===== src/rtl/kbd_scan_fifo.sv =====
// kbd_scan_fifo: one-bit-per-clock keyboard frame receiver feeding a scan-code FIFO.
// Define KBD_SCAN_PARITY_EN to reject frames whose parity bit disagrees with PAR_ODD.
module kbd_scan_fifo #(
    parameter int DATA_W  = 8,
    parameter int DEPTH   = 16,
    parameter int PAR_ODD = 1
) (
    input  logic                   pclk,
    input  logic                   reset_n,
    input  logic                   kbd_data,
    input  logic                   ack,
    input  logic                   clr_err,
    output logic [DATA_W-1:0]      rd_data,
    output logic                   irq,
    output logic [$clog2(DEPTH):0] count,
    output logic                   ovf,
    output logic                   frame_err
);
    localparam int AW = $clog2(DEPTH);
    localparam int BW = $clog2(DATA_W);
    localparam logic PAR_SENSE = (PAR_ODD != 0);
`ifdef KBD_SCAN_PARITY_EN
    localparam logic PAR_EN = 1'b1;
`else
    localparam logic PAR_EN = 1'b0;
`endif

    typedef enum logic [1:0] {IDLE, DATA, PARITY, STOP} state_t;

    state_t            state;
    logic [BW-1:0]     bit_cnt;
    logic [DATA_W-1:0] shreg;
    logic              par_bit;

    always_ff @(posedge pclk or negedge reset_n) begin
        if (!reset_n) begin
            state   <= IDLE;
            bit_cnt <= '0;
            shreg   <= '0;
            par_bit <= 1'b0;
        end else begin
            case (state)
                IDLE: begin
                    if (!kbd_data) begin
                        state   <= DATA;
                        bit_cnt <= '0;
                    end
                end
                DATA: begin
                    // LSB arrives first, so shift in from the top
                    shreg   <= {kbd_data, shreg[DATA_W-1:1]};
                    bit_cnt <= bit_cnt + 1'b1;
                    if (bit_cnt == BW'(DATA_W - 1)) state <= PARITY;
                end
                PARITY: begin
                    par_bit <= kbd_data;
                    state   <= STOP;
                end
                default: state <= IDLE;
            endcase
        end
    end

    logic par_ok, frame_ok, push, bad_frame;

    assign par_ok    = ((^{shreg, par_bit}) == PAR_SENSE);
    assign frame_ok  = kbd_data && (!PAR_EN || par_ok);
    assign push      = (state == STOP) && frame_ok;
    assign bad_frame = (state == STOP) && !frame_ok;

    logic [DATA_W-1:0] mem [DEPTH];
    logic [AW-1:0]     wr_ptr, rd_ptr;
    logic              ack_q, pop, full, wr_en;
    logic [AW:0]       count_nxt;

    assign full  = (count == (AW+1)'(DEPTH));
    assign pop   = ack && !ack_q && (count != '0);
    // a pop on the same edge frees the slot, so a push into a full FIFO still lands
    assign wr_en = push && (!full || pop);

    always_comb begin
        count_nxt = count;
        if (wr_en && !pop)      count_nxt = count + 1'b1;
        else if (!wr_en && pop) count_nxt = count - 1'b1;
    end

    always_ff @(posedge pclk or negedge reset_n) begin
        if (!reset_n) begin
            wr_ptr    <= '0;
            rd_ptr    <= '0;
            count     <= '0;
            irq       <= 1'b0;
            ack_q     <= 1'b0;
            ovf       <= 1'b0;
            frame_err <= 1'b0;
        end else begin
            ack_q <= ack;
            count <= count_nxt;
            irq   <= (count_nxt != '0);
            if (wr_en) wr_ptr <= wr_ptr + 1'b1;
            if (pop)   rd_ptr <= rd_ptr + 1'b1;
            if (push && !wr_en) ovf <= 1'b1;
            else if (clr_err)   ovf <= 1'b0;
            if (bad_frame)    frame_err <= 1'b1;
            else if (clr_err) frame_err <= 1'b0;
        end
    end

    always_ff @(posedge pclk) begin
        if (wr_en) mem[wr_ptr] <= shreg;
    end

    assign rd_data = (count != '0) ? mem[rd_ptr] : '0;

endmodule

===== config.mk =====
export PLATFORM = sky130hd
export DESIGN_NAME = kbd_scan_fifo
export DESIGN_NICKNAME = d
export VERILOG_FILES = /design/src/rtl/kbd_scan_fifo.sv
export SDC_FILE = /design/constraint.sdc
export NUM_CORES = 1
export LEC_CHECK = 0
export ABC_AREA = 1
export BUFFER_PORTS_ARGS = -buffer_cell sky130_fd_sc_hd__buf_2
export CAP_MARGIN = 20
export CORE_MARGIN = 10
export CORE_UTILIZATION = 55
export CTS_CLUSTER_DIAMETER = 60
export DETAILED_ROUTE_END_ITERATION = 16
export PLACE_DENSITY = 0.75
export SLEW_MARGIN = 20
export SYNTH_ARGS = -nofsm -noshare
export SYNTH_HDL_FRONTEND = slang
export SYNTH_SLANG_ARGS = --single-unit

===== constraint.sdc =====
create_clock -name pclk -period 3.5 [get_ports pclk]
set_input_delay 0.175 -clock pclk [delete_from_list [all_inputs] [get_ports pclk]]
set_output_delay 0.175 -clock pclk [all_outputs]
set_load 0.01 [all_outputs]

After elaboration in Yosys (flattened, before gate mapping)
Memory sizes are Yosys's and may differ from the RTL's.
Index checks and enable logic that the tools add are counted.
{"block": "classes", "addsub": 5, "div": 0, "eq_ne": 7, "reduce_logical": 22, "shifts": 0, "multipliers": 0, "order_cmp": 0, "n_mux": 13, "bitwise_logic": 0}
{"op": "2-to-1 mux 5 bit", "count": 2}
{"op": "nonzero test 5 bit", "count": 2}
{"op": "adder 4 x 1 -> 4 bit, second input constant", "count": 2}
{"op": "logical AND 1 bit", "count": 8}
{"op": "2-to-1 mux 8 bit", "count": 1}
{"op": "case mux 2 bit (3 select lines)", "count": 1}
{"op": "case mux 3 bit (2 select lines)", "count": 1}
{"op": "nonzero test 2 bit", "count": 3}
{"op": "adder 5 x 1 -> 5 bit, second input constant", "count": 1}
{"op": "== test 5 bit, second input constant", "count": 1}
{"op": "zero test 1 bit", "count": 5}
{"op": "2-to-1 mux 1 bit", "count": 5}
{"op": "subtractor 5 x 1 -> 5 bit, second input constant", "count": 1}
{"op": "== test 2 bit, second input constant", "count": 2}
{"op": "2-to-1 mux 2 bit", "count": 2}
{"op": "!= test 2 bit, second input constant", "count": 2}
{"op": "AND reduction 2 bit", "count": 2}
{"op": "adder 3 x 1 -> 3 bit, second input constant", "count": 1}
{"op": "== test 3 bit, second input constant", "count": 1}
{"op": "2-to-1 mux 3 bit", "count": 1}
{"op": "== test 2 x 1 -> 1 bit, second input constant", "count": 1}
{"op": "zero test 2 bit", "count": 1}
{"op": "logical OR 1 bit", "count": 1}
{"block": "word_totals", "memories": 1, "wordCells": 58, "ff_bits": 30, "ram_bits": 128, "romBits": 0, "out_inout_bits": 16, "inputBits": 5, "latch_bits": 0}
{"memory": "mem", "words": 16, "width": 8, "rd": 1, "rd_clocked_by_memory_dff": 0, "write_ports": 1, "line": "71", "rtl": "logic [DATA_W-1:0] mem [DEPTH];"}

Depth between registers and ports, before layout
Gate-level depths: netlist of the first run.
{"block": "depth", "word_depth": 10, "mapped_depth": 10}

Least setup slack after synthesis of the first run
No wires, ideal clock.
{"block": "synth_timing", "path_kind": "reg-to-reg", "startpoint": "reg count[0]", "endpoint": "mem mem[11][0] (enable)", "t_arrival_ns": 1.744, "required_time_ns": 3.130, "synth_period_minus_slack_ns": 2.114, "path_slack_ns": 1.386, "path_stages_with_launch": 11, "path_cell_list": "dfrtp_1 inv_1 ha_1 nand2_2 nor2_2 nor2_2 buf_6 inv_1 nor2_2 inv_1 nor2_1"}
{"block": "synth_via", "elab_chain_cells": 6, "elab_cells_between_ends": 8, "classes_between": "eq/ne (1); mux (2); reduce/logical (5)"}
{"element": "from (decl)", "line": "15", "rtl": "output logic [$clog2(DEPTH):0] count,"}
{"element": "from (signal assigned)", "line": "98", "rtl": "count <= count_nxt;"}
{"element": "== test 5 bit or nonzero test 5 bit (tied branches)", "line": "76, 77"}
{"element": "zero test 1 bit or logical AND 1 bit (tied branches)", "line": "79, 77"}
{"element": "logical OR 1 bit (*)", "line": "79", "rtl": "assign wr_en = push && (!full || pop);"}
{"element": "logical AND 1 bit (*)", "line": "79"}
{"element": "2-to-1 mux 1 bit (*)", "line": "110", "rtl": "if (wr_en) mem[wr_ptr] <= shreg;"}
{"element": "2-to-1 mux 1 bit (implied by the code) (*)", "line": "110"}
{"element": "to (decl)", "line": "71"}
Mark *: on every way between the ends. The rest lies on a longest branch, timed or not.

Final worst setup path of the first run
{"block": "layout_timing", "startpoint": "reg rd_ptr[1]", "endpoint": "out rd_data[3]"}
{"block": "layout_via", "elab_chain_cells": 2}
{"element": "from (decl)", "line": "72", "rtl": "logic [AW-1:0] wr_ptr, rd_ptr;"}
{"element": "from (signal assigned)", "line": "101", "rtl": "if (pop) rd_ptr <= rd_ptr + 1'b1;"}
{"element": "memory read (16 x 8 bit)"}
{"element": "2-to-1 mux 8 bit", "line": "113", "rtl": "assign rd_data = (count != '0) ? mem[rd_ptr] : '0;"}
{"element": "to (decl)", "line": "13", "rtl": "output logic [DATA_W-1:0] rd_data,"}
No other way between the ends.

==> run summary, run 1 <==
Minimum clock period - 2.900 ns
Post-Route M1 WL - 5992 microns
First-pass GRT wire length - 22730 microns
Pre-antenna DRT Iters - 6
Routed WL - 14240 microns
Cell Pwr Density - 870.6 mW/mm^2
Area grow syn2layout - 11.77%
Post-synth EDFFs - 128
DR WL/cell - 18.27 microns
CP Cell Sequence - inv_2 > nand3_1 > nand2_1 > a21oi_1 > o31ai_1 > a21oi_1 > buf_2
TNS Setup - 0 ns
Residual DRC - 0
Setup bufs post-CTS - 0
Die height - 130.7 microns
R2r setup slk - 0.90 ns
Crit path kind - reg -> out
Syn Nets - 617
Syn Std Cell Area - 0.006740 sq mm
Kind of cell adding the most delay to the critical path - flip-flops
Via density - 5.693
Port bufs - 20
Die ar. - 0.01708 sq mm
Slowest stage delay, CP - 0.91 ns
Max-slew headroom - 37.19%
Synth top area cells - edfxtp_1, dfrtp_1, nand2_1, nand3_1, a21oi_1
Startpoint types - flop
RD Place Congestion - 0.8612
Combinational share of power - 30.3%
RSZ-0062 raised after global routing - false
HP Class - in -> reg
NetSw - 2.442 mW
Post-synth top area share - 57.03%
Pleak - 2.959 nW
Worst endpoint required time - 3.32 ns
Period utilization - 82.85%
Initial Utilization - 56.11%
Internal - 4.117 mW
Most used cell along the critical path - a21oi_1
Max VDD drop - 0.4769 mV
Worst path bufs/invs - 2
Sequential area share after synthesis - 68.16%
Critical path's slowest cell - dfrtp_1
Clk slew on worst S/H paths - 0.06 ns
Synth top cells by count - nand2_1, edfxtp_1, nor2_1
Yosys reg bits - 158
CTS Root Cell - clkbuf_16
Achievable clock frequency - 344.8 MHz
Status - completed
Async SR Flop Fraction - 18.99%
Worst-case clock buffer depth - 2
Sw frac - 37.23%
Highest metal used - met4
Final hold violations - 0
Antenna Cells - 0
1st-iter DRT viols - 575
Via count - 4435
GRT Total Usage - 17.94%
Num rows - 40
Die Wd - 130.7 microns
Io pins - 21
Nets@finish - 637
Cell count after synthesis - 599
CP max FO - 28
Leading area contributor after synthesis - edfxtp_1
Core Area - 0.01201 sq mm
CTS buffer count - 17
Final setup viols - 0
Top-count cell post-synth - nand2_1
Clock power share - 27.1%
CTS tree - built
CTS Sinks - 158
Synthesized area per cell - 11.25 sq um
Dpl hpwl - 8942 microns
Share of cells above drive strength 1 - 10.44%
# resized after CTS - 0
Synth Flop Type - edfxtp_1
PnR Total Power - 6.559 mW
Number of antenna violations at the first check in global routing - 0
Vias in the first global route - 4328
Met3 WL - 870 microns
Pins Over Slew Limit - 0
DRT antenna net count - 0
Skew-Pair Late Insertion Delay - 0.43 ns
Element type at the critical path end - output pin
Worst Tran Pin Value - 0.9411 ns
Cell variety after synth - 26
Met2 wire len - 7001 microns
Largest net degree at the start of global routing - 67
Register share of total power - 42.5%
Critical Path AT - 2.72 ns
Number of max-cap violations - 0
Max H-tree Level - 4
Ys Warns - 0
Layout Skew - 0.01142 ns
Grt ovf - 0
[power groups by stage]
stage | combinational [mW] | sequential [mW] | clock (mW)
floorplan | 1.48 | 2.63 | 0
global placement | 1.92 | 2.81 | 0
detailed placement | 1.96 | 2.82 | 0
CTS | 1.99 | 2.79 | 1.80
global route | 2.25 | 2.83 | 1.89
finish | 1.99 | 2.79 | 1.78
[sequential cells by signal (all words and copies together) (netlist names)]
name and count:
ack_q 1, frame_err 1, rd_ptr 4, wr_ptr 4, shreg 8, mem 128, ovf 1, count 5
state 2, bit_cnt 3, irq 1
[cell type report]
class                   instances  area [sq um]
clock inverters                 9         83.83
repair buffers                 28         170.2
multi-input cells             383          1883
inverters                      31         116.4
well taps                     147         183.9
clock buffers                  23         500.5
fillers                       916          4478
flip-flops and latches        158          4596
[metal layers]
metal	GRT usage (%)	up-vias
met1	22.87	2095
li1	-	2103
met4	9.418	0
met3	3.787	39
met2	28.37	198
met5	0	-
[per-stage QoR]
step	utilization, %	area (sq um)	setup WS, ns	hold slack, ns	std cells
after CTS	62.72	7533	0.6634	0.0003015	779
final	62.72	7533	0.6001	0.01127	779
after global placement	57.52	6909	1.083	0.2408	743
after global routing	62.72	7533	0.4610	0.06826	779
after detailed placement	57.52	6909	0.9427	0.2606	743
after floorplan	-	6740	1.386	-0.1206	599
[cells in the final DEF, fill, tap and decap left out, drive strengths merged]
cell type	n
o21ai	30
edfxtp	128
clkinvlp	4
nor2	56
bufinv	1
o22ai	1
dlygate4sd3	4
clkbuf	23
ha	13
xnor2	1
inv	30
nand4	5
buf	24
o31ai	16
nand2	160
xor2	10
nand3	50
clkinv	5
a21oi	41
dfrtp	30
[path summary, 6_finish.rpt]
kind	end	cells after the start	start
hold reg to reg	bit_cnt[1]$_DFFE_PN0P_	2	bit_cnt[1]$_DFFE_PN0P_
setup / recovery	rd_data[3]	7	rd_ptr[1]$_DFFE_PN0P_
min in group asynchronous	state[1]$_DFFE_PN0P_	2	reset_n
hold / removal	shreg[7]$_DFFE_PN0P_	3	kbd_data
max in group asynchronous	rd_ptr[0]$_DFFE_PN0P_	2	reset_n
setup reg to reg	mem[5][7]$_DFFE_PP_	7	count[0]$_DFF_PN0_
[what timing repair did]
action,4_1_cts,5_1_grt
hold endpoints to repair,33,0
hold buffers,4,0
setup endpoints to repair,0,0
[cells by family (layout without fill, tap and decap cells)]
group | Yosys count | count (layout) | synth area share [%]
AO/OA/AOI/OAI | 88 | 88 | 7.147
buffers and inverters | 58 | 91 | 3.898
adder cells (fa/ha/maj) | 13 | 13 | 2.413
XOR/XNOR | 11 | 11 | 1.429
AND/OR/NAND/NOR | 271 | 271 | 16.95
flip-flops | 158 | 158 | 68.16
[worst register-to-register path: cells and delay by family, from the launching register on]
family,cells,cell delay (ns)
DFF,1,0.41
and+or+nand+nor,5,1.45
buffers and inverters,1,0.09
adders and majority gates,1,0.27
Note: power is estimated with default switching activity, not from simulation.
==> run 2: changes to the inputs <==
Settings changed: PLACE_DENSITY 0.75 to 0.78.
Clock period 3.5 ns to 2.4 ns, I/O delays scaled along.
==> run 2 against run 1 <==
  * Clock-buffer cell count is 5 lower
  * Worst setup slack worse by 0.50 ns
  * Cell count is 3.7% higher
  * Critical path depth is 1 higher
  * Die area stayed put
  * Sequential share of layout area is 2.0 points lower
  * Register-to-register slack worse by 0.55 ns
  * Cell area is 3.5% higher
  * Non-clock buffer count is 29 higher
  * Sequential power is 45% higher
  * Via count is 3.6% higher
  * Critical endpoint is now rd_data[5]
  * Highest routed layer unchanged
==> run summary, run 2 (synthesis results as in run 1) <==
Kind of cell adding the most delay to the critical path - buffers and inverters
Final Core Density - 64.89% (+2.2 points)
TNS Setup - 0 ns (unchanged)
CTS Root Cell - clkbuf_16
Max H-tree Level - 4 (unchanged)
Vias in the first global route - 4524 (+4.5%)
Critical path's slowest cell - dfrtp_1
Pins Over Slew Limit - 0 (unchanged)
Initial Utilization - 56.11% (unchanged)
Share of cells above drive strength 1 - 13.92% (+3.5 points)
Port bufs - 20 (unchanged)
Element type at the critical path end - output pin
DRT antenna net count - 0 (unchanged)
Antenna Cells - 0 (unchanged)
Die Wd - 130.7 microns (unchanged)
Status - completed
1st-iter DRT viols - 395 (-31%)
Area grow syn2layout - 15.63%
DR WL/cell - 18.55 microns (+1.5%)
Worst path bufs/invs - 3 (+1)
Pleak - 3.134 nW (+5.9%)
Crit path kind - reg -> out
Most frequent cells in the layout - nand2_1, edfxtp_1, nor2_1
Grt ovf - 0 (unchanged)
Hold slack - 0.2875 ns (+0.2763 ns)
Num rows - 40 (unchanged)
First-pass GRT wire length - 23580 microns (+3.8%)
CTS tree - built
RD Place Congestion - 0.8532 (-0.93%)
Via count - 4594 (+3.6%)
Reg2Reg Depth - 8 (+1)
Final setup viols - 0 (unchanged)
Via density - 5.686 (-0.13%)
Filler cells - 909 (-0.76%)
Max VDD drop - 0.6999 mV (+47%)
PnR Total Power - 9.885 mW (+51%)
R2r setup slk - 0.35 ns (-0.55 ns)
Number of max-cap violations - 0 (unchanged)
R2r endpoint - mem[4][2]$_DFFE_PP_
Minimum clock period - 2.296 ns
Routed WL - 14990 microns (+5.3%)
Startpoint types - flop
Max reg flops - 128 (unchanged)
GRT Total Usage - 18.49% (+0.56 points)
DP Cell Count - 764 (+2.8%)
Residual DRC - 0 (unchanged)
Worst endpoint required time - 2.28 ns (-1.04 ns)
Worst-case clock buffer depth - 2 (unchanged)
CP max FO - 25 (-11%)
Cell Pwr Density - 1268 mW/mm^2 (+46%)
Period utilization - 95.69%
Largest net degree at the start of global routing - 67 (unchanged)
Largest regs - mem: 128 flops, shreg: 8 flops, count: 5 flops
Number of antenna violations at the first check in global routing - 0 (unchanged)
Worst Tran Pin Value - 0.7959 ns (-0.1453 ns)
Core Area - 0.01201 sq mm (unchanged)
HP Class - in -> async
Max-slew headroom - 46.94% (+9.8 points)
Slowest stage delay, CP - 0.38 ns (-0.53 ns)
Die height - 130.7 microns (unchanged)
Clk slew on worst S/H paths - 0.06 ns (about the same)
Critical Path AT - 2.18 ns (-0.54 ns)
Nets@finish - 666 (+4.6%)
CTS Sinks - 158 (unchanged)
CTS buffer count - 17 (unchanged)
Layout Skew - 0.006004 ns (-0.005420 ns)
RSZ-0062 raised after global routing - false
Dpl hpwl - 9262 microns (+3.6%)
Most flops, register - mem
CP Cell Sequence - buf_6 > inv_2 > nand3_1 > nand2_1 > a21oi_1 > o31ai_1 > a21oi_1 > buf_2
Io pins - 21 (unchanged)
Die ar. - 0.01708 sq mm (unchanged)
Final hold violations - 0 (unchanged)
Fin cells - 808 (+3.7%)
Skew-Pair Late Insertion Delay - 0.42 ns (about the same)
Pre-antenna DRT Iters - 5 (-1)
Reg2reg start - count[0]$_DFF_PN0_
Achievable clock frequency - 435.5 MHz
Most common cell after layout, fill and taps aside - nand2_1
Most used cell along the critical path - a21oi_1
==> run 2: cell count changes in the layout (fill, tap and decap cells not counted), moves of 2 or more <==
cell and change:
clkbuf_1 -2, buf_6 +2, bufinv_16 +2, clkinv_1 +4, buf_4 +24, clkinvlp_4 -3
==> run 2: power by group <==
part,switching [mW],internal [mW],leakage [nW]
sequential,0.565,3.48,1.54
combinational,2.07,1.14,1.31
clock,1.01,1.61,0.283
==> run 2: routing by layer <==
| metal | GRT usage [%] | vias to the layer above | part of all wire, % |
|---|---|---|---|
| li1 | - | 2165 | - |
| met1 | 22.19 | 2237 | 41 |
| met2 | 31.31 | 166 | 51 |
| met3 | 4.512 | 26 | 5.8 |
| met4 | 7.652 | 0 | 2.0 |
| met5 | 0 | - | 0 |
==> run 2: through the flow <==
stage / setup slack, ns / cell area, sq um
floorplan: 0.2862 / 6740
global placement: 0.4692 / 7067
detailed placement: 0.3823 / 7067
CTS: 0.02590 / 7702
global route: 0.001348 / 7794
finish: 0.1035 / 7794
==> run 2: cell type report <==
type	count	area (sq um)	area share [%]
Multi-Input combinational cell	383	1883	24.16
Sequential cell	158	4596	58.97
Inverter	31	123.9	1.589
Timing Repair Buffer	57	427.9	5.490
Clock inverter	14	150.1	1.926
Clock buffer	18	429.2	5.507
Tap cell	147	183.9	2.360
==> run 2: repair_timing <==
| item | in CTS | in global routing |
|---|---|---|
| gates resized for setup | 2 | 7 |
| gates cloned | 0 | 1 |
| pin swaps | 0 | 1 |
| endpoints found under the setup margin | 5 | 8 |
| buffers inserted | 0 | 6 |
| hold buffers | 5 | 0 |
| endpoints found under the hold margin | 34 | 0 |
==> run 2: worst reg2reg max path, stage by stage (launching register included) <==
cell     delay (ns)
dfrtp_1        0.41
inv_1          0.10
ha_1           0.27
nand2_2        0.11
nor2_2         0.05
nor2_2         0.19
nand2_1        0.24
nor2_1         0.18
buf_4          0.20
==> run 2: worst max-delay path by stage <==
stage                           from              endpoint  slack (ns)  cells past startpoint
2_1_floorplan     count[0]$_DFF_PN0_  mem[11][0]$_DFFE_PP_        0.29                     10
3_3_place_gp      count[0]$_DFF_PN0_   mem[7][1]$_DFFE_PP_        0.47                     10
3_5_place_dp   rd_ptr[0]$_DFFE_PN0P_            rd_data[5]        0.38                      8
6_report       rd_ptr[1]$_DFFE_PN0P_            rd_data[5]        0.10                      8
4_1_cts        rd_ptr[0]$_DFFE_PN0P_            rd_data[5]        0.03                      8
5_1_grt        rd_ptr[1]$_DFFE_PN0P_            rd_data[6]       0.001                      8
